File: src/rtl/regfile_rr_arbiter_if.sv
// Requester and register-file signal bundle for the two-port round-robin register file arbiter.
// The slave modport is the arbiter's view; the master modport is the surrounding system's view.
interface regfile_rr_arbiter_if #(
    parameter int unsigned DATA_W = 16,
    parameter int unsigned ADDR_W = 4
);
    // Requester side
    logic              req0;
    logic              req1;
    logic              we0;
    logic              we1;
    logic [ADDR_W-1:0] addr_a0;
    logic [ADDR_W-1:0] addr_a1;
    logic [ADDR_W-1:0] addr_b0;
    logic [ADDR_W-1:0] addr_b1;
    logic [DATA_W-1:0] wdata0;
    logic [DATA_W-1:0] wdata1;
    logic              ack0;
    logic              ack1;
    logic              err0;
    logic              err1;
    logic [DATA_W-1:0] rd_src;
    logic [DATA_W-1:0] rd_dest;
    logic              busy;

    // Register file side
    logic [ADDR_W-1:0] rf_addr_a;
    logic [ADDR_W-1:0] rf_addr_b;
    logic              rf_wr;
    logic [DATA_W-1:0] rf_data_in;
    logic [DATA_W-1:0] rf_src;
    logic [DATA_W-1:0] rf_dest;

    modport slave (
        input  req0, req1, we0, we1, addr_a0, addr_a1, addr_b0, addr_b1, wdata0, wdata1,
        input  rf_src, rf_dest,
        output ack0, ack1, err0, err1, rd_src, rd_dest, busy,
        output rf_addr_a, rf_addr_b, rf_wr, rf_data_in
    );

    modport master (
        output req0, req1, we0, we1, addr_a0, addr_a1, addr_b0, addr_b1, wdata0, wdata1,
        output rf_src, rf_dest,
        input  ack0, ack1, err0, err1, rd_src, rd_dest, busy,
        input  rf_addr_a, rf_addr_b, rf_wr, rf_data_in
    );
endinterface

File: src/rtl/regfile_rr_arbiter.sv
// Round-robin arbiter sharing one register file between two req/ack requesters.
// Each access runs IDLE -> ISSUE -> CAPT -> ACK; out-of-range addresses take IDLE -> ERR.
module regfile_rr_arbiter #(
    parameter int unsigned DATA_W   = 16,
    parameter int unsigned ADDR_W   = 4,
    parameter int unsigned NUM_REGS = 8
) (
    input  logic                 CLK,
    input  logic                 RSTn,
    regfile_rr_arbiter_if.slave  bus
);

    typedef enum logic [2:0] {
        S_IDLE  = 3'd0,
        S_ISSUE = 3'd1,
        S_CAPT  = 3'd2,
        S_ACK   = 3'd3,
        S_ERR   = 3'd4
    } state_e;

    localparam logic [ADDR_W:0] REG_LIMIT = NUM_REGS[ADDR_W:0];

    state_e            state_q,   state_d;
    logic              last_gnt_q, last_gnt_d;
    logic              we_q,      we_d;
    logic [ADDR_W-1:0] addr_a_q,  addr_a_d;
    logic [ADDR_W-1:0] addr_b_q,  addr_b_d;
    logic [DATA_W-1:0] wdata_q,   wdata_d;
    logic [DATA_W-1:0] rd_src_q,  rd_src_d;
    logic [DATA_W-1:0] rd_dest_q, rd_dest_d;

    // Candidate grantee and its request fields, valid whenever a request is pending
    logic              sel_port;
    logic              sel_we;
    logic [ADDR_W-1:0] sel_addr_a;
    logic [ADDR_W-1:0] sel_addr_b;
    logic [DATA_W-1:0] sel_wdata;
    logic              sel_bad;

    function automatic logic out_of_range(input logic [ADDR_W-1:0] addr);
        return {1'b0, addr} >= REG_LIMIT;
    endfunction

    // Port 1 wins when alone, or when both ask and port 0 was served last.
    assign sel_port   = bus.req1 & (~bus.req0 | ~last_gnt_q);
    assign sel_we     = sel_port ? bus.we1     : bus.we0;
    assign sel_addr_a = sel_port ? bus.addr_a1 : bus.addr_a0;
    assign sel_addr_b = sel_port ? bus.addr_b1 : bus.addr_b0;
    assign sel_wdata  = sel_port ? bus.wdata1  : bus.wdata0;
    assign sel_bad    = out_of_range(sel_addr_a) | out_of_range(sel_addr_b);

    always_comb begin
        // NOTE: every _d gets its hold value first so no path through the case leaves one unassigned (no latches).
        state_d    = state_q;
        last_gnt_d = last_gnt_q;
        we_d       = we_q;
        addr_a_d   = addr_a_q;
        addr_b_d   = addr_b_q;
        wdata_d    = wdata_q;
        rd_src_d   = rd_src_q;
        rd_dest_d  = rd_dest_q;

        case (state_q)
            S_IDLE: begin
                if (bus.req0 | bus.req1) begin
                    last_gnt_d = sel_port;
                    we_d       = sel_we;
                    addr_a_d   = sel_addr_a;
                    addr_b_d   = sel_addr_b;
                    wdata_d    = sel_wdata;
                    state_d    = sel_bad ? S_ERR : S_ISSUE;
                end
            end
            S_ISSUE: state_d = S_CAPT;
            S_CAPT: begin
                // Register file read data settles one cycle after ISSUE; it holds the pre-write contents.
                rd_src_d  = bus.rf_src;
                rd_dest_d = bus.rf_dest;
                state_d   = S_ACK;
            end
            S_ACK:   state_d = S_IDLE;
            S_ERR:   state_d = S_IDLE;
            default: state_d = S_IDLE;
        endcase
    end

    always_ff @(posedge CLK or negedge RSTn) begin
        if (!RSTn) begin
            state_q    <= S_IDLE;
            last_gnt_q <= 1'b1;
            we_q       <= 1'b0;
            addr_a_q   <= '0;
            addr_b_q   <= '0;
            wdata_q    <= '0;
            rd_src_q   <= '0;
            rd_dest_q  <= '0;
        end else begin
            // NOTE: non-blocking so every flop samples its pre-edge _d value regardless of statement order.
            state_q    <= state_d;
            last_gnt_q <= last_gnt_d;
            we_q       <= we_d;
            addr_a_q   <= addr_a_d;
            addr_b_q   <= addr_b_d;
            wdata_q    <= wdata_d;
            rd_src_q   <= rd_src_d;
            rd_dest_q  <= rd_dest_d;
        end
    end

    // Write strobe is a pure state decode, so an asynchronous reset kills a pending write at once.
    assign bus.rf_wr      = (state_q == S_ISSUE) & we_q;
    assign bus.rf_addr_a  = addr_a_q;
    assign bus.rf_addr_b  = addr_b_q;
    assign bus.rf_data_in = wdata_q;

    assign bus.ack0    = (state_q == S_ACK) & ~last_gnt_q;
    assign bus.ack1    = (state_q == S_ACK) &  last_gnt_q;
    assign bus.err0    = (state_q == S_ERR) & ~last_gnt_q;
    assign bus.err1    = (state_q == S_ERR) &  last_gnt_q;
    assign bus.rd_src  = rd_src_q;
    assign bus.rd_dest = rd_dest_q;
    assign bus.busy    = (state_q != S_IDLE);

endmodule

File: src/flat_wrapper.sv
// flat-port wrapper written by rule: the top's interface ports become plain ports
module regfile_rr_arbiter_flat 
#(
    parameter int unsigned DATA_W   = 16,
    parameter int unsigned ADDR_W   = 4,
    parameter int unsigned NUM_REGS = 8
)
  (CLK, RSTn, bus_req0, bus_req1, bus_we0, bus_we1, bus_addr_a0, bus_addr_a1, bus_addr_b0, bus_addr_b1, bus_wdata0, bus_wdata1, bus_rf_src, bus_rf_dest, bus_ack0, bus_ack1, bus_err0, bus_err1, bus_rd_src, bus_rd_dest, bus_busy, bus_rf_addr_a, bus_rf_addr_b, bus_rf_wr, bus_rf_data_in);
  regfile_rr_arbiter_if #(.DATA_W(DATA_W), .ADDR_W(ADDR_W)) bus_i ();
  input  logic CLK;
  input  logic RSTn;
  input wire logic [$bits(bus_i.req0)-1:0] bus_req0;
  input wire logic [$bits(bus_i.req1)-1:0] bus_req1;
  input wire logic [$bits(bus_i.we0)-1:0] bus_we0;
  input wire logic [$bits(bus_i.we1)-1:0] bus_we1;
  input wire logic [$bits(bus_i.addr_a0)-1:0] bus_addr_a0;
  input wire logic [$bits(bus_i.addr_a1)-1:0] bus_addr_a1;
  input wire logic [$bits(bus_i.addr_b0)-1:0] bus_addr_b0;
  input wire logic [$bits(bus_i.addr_b1)-1:0] bus_addr_b1;
  input wire logic [$bits(bus_i.wdata0)-1:0] bus_wdata0;
  input wire logic [$bits(bus_i.wdata1)-1:0] bus_wdata1;
  input wire logic [$bits(bus_i.rf_src)-1:0] bus_rf_src;
  input wire logic [$bits(bus_i.rf_dest)-1:0] bus_rf_dest;
  output wire logic [$bits(bus_i.ack0)-1:0] bus_ack0;
  output wire logic [$bits(bus_i.ack1)-1:0] bus_ack1;
  output wire logic [$bits(bus_i.err0)-1:0] bus_err0;
  output wire logic [$bits(bus_i.err1)-1:0] bus_err1;
  output wire logic [$bits(bus_i.rd_src)-1:0] bus_rd_src;
  output wire logic [$bits(bus_i.rd_dest)-1:0] bus_rd_dest;
  output wire logic [$bits(bus_i.busy)-1:0] bus_busy;
  output wire logic [$bits(bus_i.rf_addr_a)-1:0] bus_rf_addr_a;
  output wire logic [$bits(bus_i.rf_addr_b)-1:0] bus_rf_addr_b;
  output wire logic [$bits(bus_i.rf_wr)-1:0] bus_rf_wr;
  output wire logic [$bits(bus_i.rf_data_in)-1:0] bus_rf_data_in;
  assign bus_i.req0 = bus_req0;
  assign bus_i.req1 = bus_req1;
  assign bus_i.we0 = bus_we0;
  assign bus_i.we1 = bus_we1;
  assign bus_i.addr_a0 = bus_addr_a0;
  assign bus_i.addr_a1 = bus_addr_a1;
  assign bus_i.addr_b0 = bus_addr_b0;
  assign bus_i.addr_b1 = bus_addr_b1;
  assign bus_i.wdata0 = bus_wdata0;
  assign bus_i.wdata1 = bus_wdata1;
  assign bus_i.rf_src = bus_rf_src;
  assign bus_i.rf_dest = bus_rf_dest;
  assign bus_ack0 = bus_i.ack0;
  assign bus_ack1 = bus_i.ack1;
  assign bus_err0 = bus_i.err0;
  assign bus_err1 = bus_i.err1;
  assign bus_rd_src = bus_i.rd_src;
  assign bus_rd_dest = bus_i.rd_dest;
  assign bus_busy = bus_i.busy;
  assign bus_rf_addr_a = bus_i.rf_addr_a;
  assign bus_rf_addr_b = bus_i.rf_addr_b;
  assign bus_rf_wr = bus_i.rf_wr;
  assign bus_rf_data_in = bus_i.rf_data_in;
  regfile_rr_arbiter #(.DATA_W(DATA_W), .ADDR_W(ADDR_W), .NUM_REGS(NUM_REGS)) u_core (.CLK(CLK), .RSTn(RSTn), .bus(bus_i));
endmodule
File: config.mk
export PLATFORM = sky130hd
export DESIGN_NAME = regfile_rr_arbiter_flat
export DESIGN_NICKNAME = d
export VERILOG_FILES = /design/src/rtl/regfile_rr_arbiter_if.sv /design/src/rtl/regfile_rr_arbiter.sv /design/src/flat_wrapper.sv
export SDC_FILE = /design/constraint.sdc
export NUM_CORES = 1
export LEC_CHECK = 0
export CAP_MARGIN = 20
export CORE_MARGIN = 4
export CORE_UTILIZATION = 30
export DETAILED_ROUTE_END_ITERATION = 10
export PLACE_DENSITY = 0.67
export SKIP_LAST_GASP = 1
export SYNTH_ARGS = -nofsm -noshare
export SYNTH_HDL_FRONTEND = slang
export SYNTH_SLANG_ARGS = --single-unit
File: constraint.sdc
create_clock -name CLK -period 1.5 [get_ports CLK]
set_input_delay 0.45 -clock CLK [delete_from_list [all_inputs] [get_ports CLK]]
set_output_delay 0.45 -clock CLK [all_outputs]
set_load 0.005 [all_outputs]
==> implementation parameters <==
Parameter                              Value

Final layout
  Final design utilization ... 59.15%
  Number of fill cells in the layout ... around 730
  Number of nets in the final layout ... ~450
  Share of final-layout standard cells stronger than drive strength 1 ... roughly 42%
  Growth of design area from synthesis to finish ... 90.13%
  # diodes ... 0

Power and ir drop
  Ratio of total power to cell area ... 1939 nW/µm²
  Net switching power figure ... 0.002876 W
  Pint ... between 0.007 and 0.008 W
  Part of the total power dissipated in sequential elements ... 29.4%
  Leakage ... 2.402 nW
  Share of power burned in combinational logic ... 54.7%
  Fraction of power spent switching nets ... 28.61%
  Worst VDD drop ... 1.008 mV
  Relative contribution of the clock network to total power ... 15.9%
  PnR Total Power ... 0.01005 W

Synthesis
  Post-synthesis cell count ... 174
  Ys Warns ... 0
  Sequential fraction of the synthesis area ... 56.03%
  Synthesized Nets ... 260
  Avg Inst Size Synth ... 15.67 µm²
  Distinct cell type count after synthesis ... 18
  Cell area after technology mapping ... ~2700 µm²
  Number of flip-flops and latches in the synthesized netlist ... 61

Timing
  Count of final max-slew check failures ... 0
  Slew @ Worst Pin ... 344.7 ps
  Slew margin rel. ... 77.02%
  Tmin final ... 1803 ps
  Final worst clock skew ... about 8.1 ps
  Total setup violations reported at the end of the flow ... 66
  Final period util ... 120.2%
  Hold WS ... 105.0 ps
  Final number of hold-violating endpoints ... 0
  Setup repair after global routing missed its margin ... yes
  Fmax ... 0.5545 GHz
  Worst Slack Setup Final ... -303.4 ps

Clock network
  Max clock buf depth ... 2
  Clk_lat worst skew ... ~330 ps
  Clock Tree Root ... clkbuf_8
  Count of clock tree sinks ... 61
  CTS Hold Buffers Added ... 0
  H-tree level count ... 3
  TritonCTS Buffers ... 9
  Clock tree from TritonCTS ... yes
  Clock slew seen by the registers of the worst setup and hold paths ... 70 ps

Placed design
  Detail Placement HPWL ... 5.086 mm
  Worst slack at placement ... -628.4 ps
  Number of buffers inserted by port buffering ... 147
  Routability-driven placement congestion ratio ... 0.6999

Route
  Routed length per placed instance ... 17.77 µm
  Routed wire length ... between 8 and 9 mm
  DRT antenna net count ... 0
  DR iter-0 viols ... 35
  Vias per std cell ... 4.577
  Remaining DRCs ... 0
  Number of vias in the routed layout ... roughly 2200
  Router iterations before antenna repair ... 4

Critical path
  Critical-path top delay cell ... dfstp_2
  Most common cell type on the critical path ... buf_12
  Setup crit end kind ... register
  Startpoint of the most critical register-to-register path ... u_core.last_gnt_q
  Critical-path maximum fanout ... 8
  Crit path DAT ... 2010 ps
  Data required time of the critical path ... 1710 ps
  CP startpoint kind ... register
  Slowest stage delay, CP ... approximately 560 ps
  Type of the setup path with the least slack ... register to register
  Crit path cell chain ... buf_6 > buf_4 > a21boi_4 > buf_12 > buf_12 > mux2_4 > mux2_2
  Launching element of the worst setup path ... u_core.last_gnt_q

Global route
  Pin count of the biggest net entering global routing ... 62
  All-Layer GR Usage ... between 10% and 20%
  Total global routing overflow ... 0
  Wire length of the first global-routing pass ... roughly 12 mm
  Antenna violations before repair ... 0
  Vias in the first global route ... 2354

Floorplanning
  I/O Pins ... 148
  Starting density of the core ... 31.11%
  Width of the chip ... between 100 and 150 µm
  Total die area ... 10680 µm²
  Die H ... 103.3 µm
  Core Footprint ... 8763 µm²
  Number of cell rows ... 34

Outcome
  Failing checks ... negative setup slack
  Result of the run ... complete, but fails checks

Flow run
  # Max-Cap Violations ... 0

Min path
  Min-Delay Path Class ... input pin to async pin
-- cells by family (layout without fill, tap and decap cells) --
| logic type | count (synthesis) | after routing | synth area share, % |
|---|---|---|---|
| XOR/XNOR | 1 | 1 | 0.3213 |
| AO/OA/AOI/OAI | 3 | 3 | 0.8719 |
| AND/OR/NAND/NOR | 14 | 14 | 3.947 |
| flip-flops | 61 | 61 | 56.04 |
| buffers and inverters | 11 | 202 | 2.937 |
| multiplexers | 84 | 84 | 35.89 |
-- power groups by stage --
stage / Sequential, W / Clock [W] / Combinational, W
CTS: 0.00294 / 0.00166 / 0.00517
global route: 0.00308 / 0.00175 / 0.00586
global placement: 0.00297 / 0 / 0.00438
finish: 0.00296 / 0.00160 / 0.00549
floorplan: 0.00301 / 0 / 0.00201
detailed placement: 0.00299 / 0 / 0.00445
-- cell usage in the layout, fill, tap and decap left out, types with 3 or more instances in the layout --
cell type,netlist,final
clkdlybuf4s50_1,0,82
nor2_1,5,4
dfrtp_1,60,58
mux2_2,74,17
buf_16,0,3
buf_6,4,9
clkbuf_8,0,9
buf_4,0,15
dlygate4sd2_1,0,58
buf_2,7,7
buf_12,0,9
mux2_4,9,66
-- path summary, 6_finish.rpt --
kind,endpoint,slack (ps),depth (start not counted)
worst max-delay path,u_core.bus.rf_data_in[7],-300,7
worst min-delay path,u_core.bus.rd_src[8],100,2
worst max register to register,u_core.bus.rf_data_in[7],-300,7
worst min register to register,u_core.bus.rf_data_in[3],500,1
max in group asynchronous,u_core.last_gnt_q,1060,2
min in group CLK,u_core.bus.rf_data_in[3],500,1
-- metrics by stage --
stage / std cells / cell area, µm² / TNS, ps
floorplan: 174 / 2746 / -2899
global placement: 431 / 4415 / -19580
detailed placement: 431 / 4415 / -21520
CTS: 474 / 5040 / -13790
global route: 473 / 5184 / -15680
finish: 473 / 5184 / -11950
-- Yosys cell counts --
master | instances | area, µm²
mux2_2 | 74 | 833.3
dfrtp_1 | 60 | 1501
mux2_4 | 9 | 135.1
buf_2 | 7 | 35.03
nor2_1 | 5 | 18.77
buf_6 | 4 | 45.04
nor4bb_1 | 3 | 30.03
and2_1 | 2 | 12.51
a21boi_2 | 1 | 11.26
and4b_1 | 1 | 10.01
dfstp_2 | 1 | 26.28
mux2i_1 | 1 | 10.01
nor4_4 | 1 | 21.27
nor4b_1 | 1 | 8.760
o21ai_0 | 1 | 5.000
o21bai_1 | 1 | 7.510
or3_1 | 1 | 6.260
xnor2_1 | 1 | 8.760
-- registers in the layout (all words and copies together) (netlist names) --
signal	cells
u_core.bus.rd_dest	16
u_core.bus.rd_src	16
u_core.bus.rf_data_in	16
u_core.bus.rf_addr_a	4
u_core.bus.rf_addr_b	4
u_core.state_q	3
u_core.last_gnt_q	1
u_core.we_q	1
-- routing by layer --
metal	wire length, µm	global-route usage [%]
met5	0	0
met4	76	5.279
met3	722	4.896
met2	4020	24.72
met1	3588	19.76
-- final cells by class --
| cell class | count | area (µm²) | area share (%) |
|---|---|---|---|
| well taps | 108 | 135.1 | 2.607 |
| multi-input cells | 102 | 1390 | 26.82 |
| clock inverters | 6 | 87.58 | 1.690 |
| flip-flops and latches | 61 | 1530 | 29.52 |
| repair buffers | 186 | 1913 | 36.91 |
| clock buffers | 10 | 127.6 | 2.462 |
-- critical path: cells and delay by family, from the launching register on --
kind	cells	cell delay (ps)
flops	1	560
mux	2	560
buf+inv	4	500
compound gates	1	60
-- timing repair --
action	4_1_cts	5_1_grt
endpoints found under the hold margin	0	0
setup endpoints to repair	120	66
buffers inserted	20	2
cloned	7	1
pin swaps	5	3
resized for setup	130	43
No activity file was read; power rests on OpenSTA's default activity.
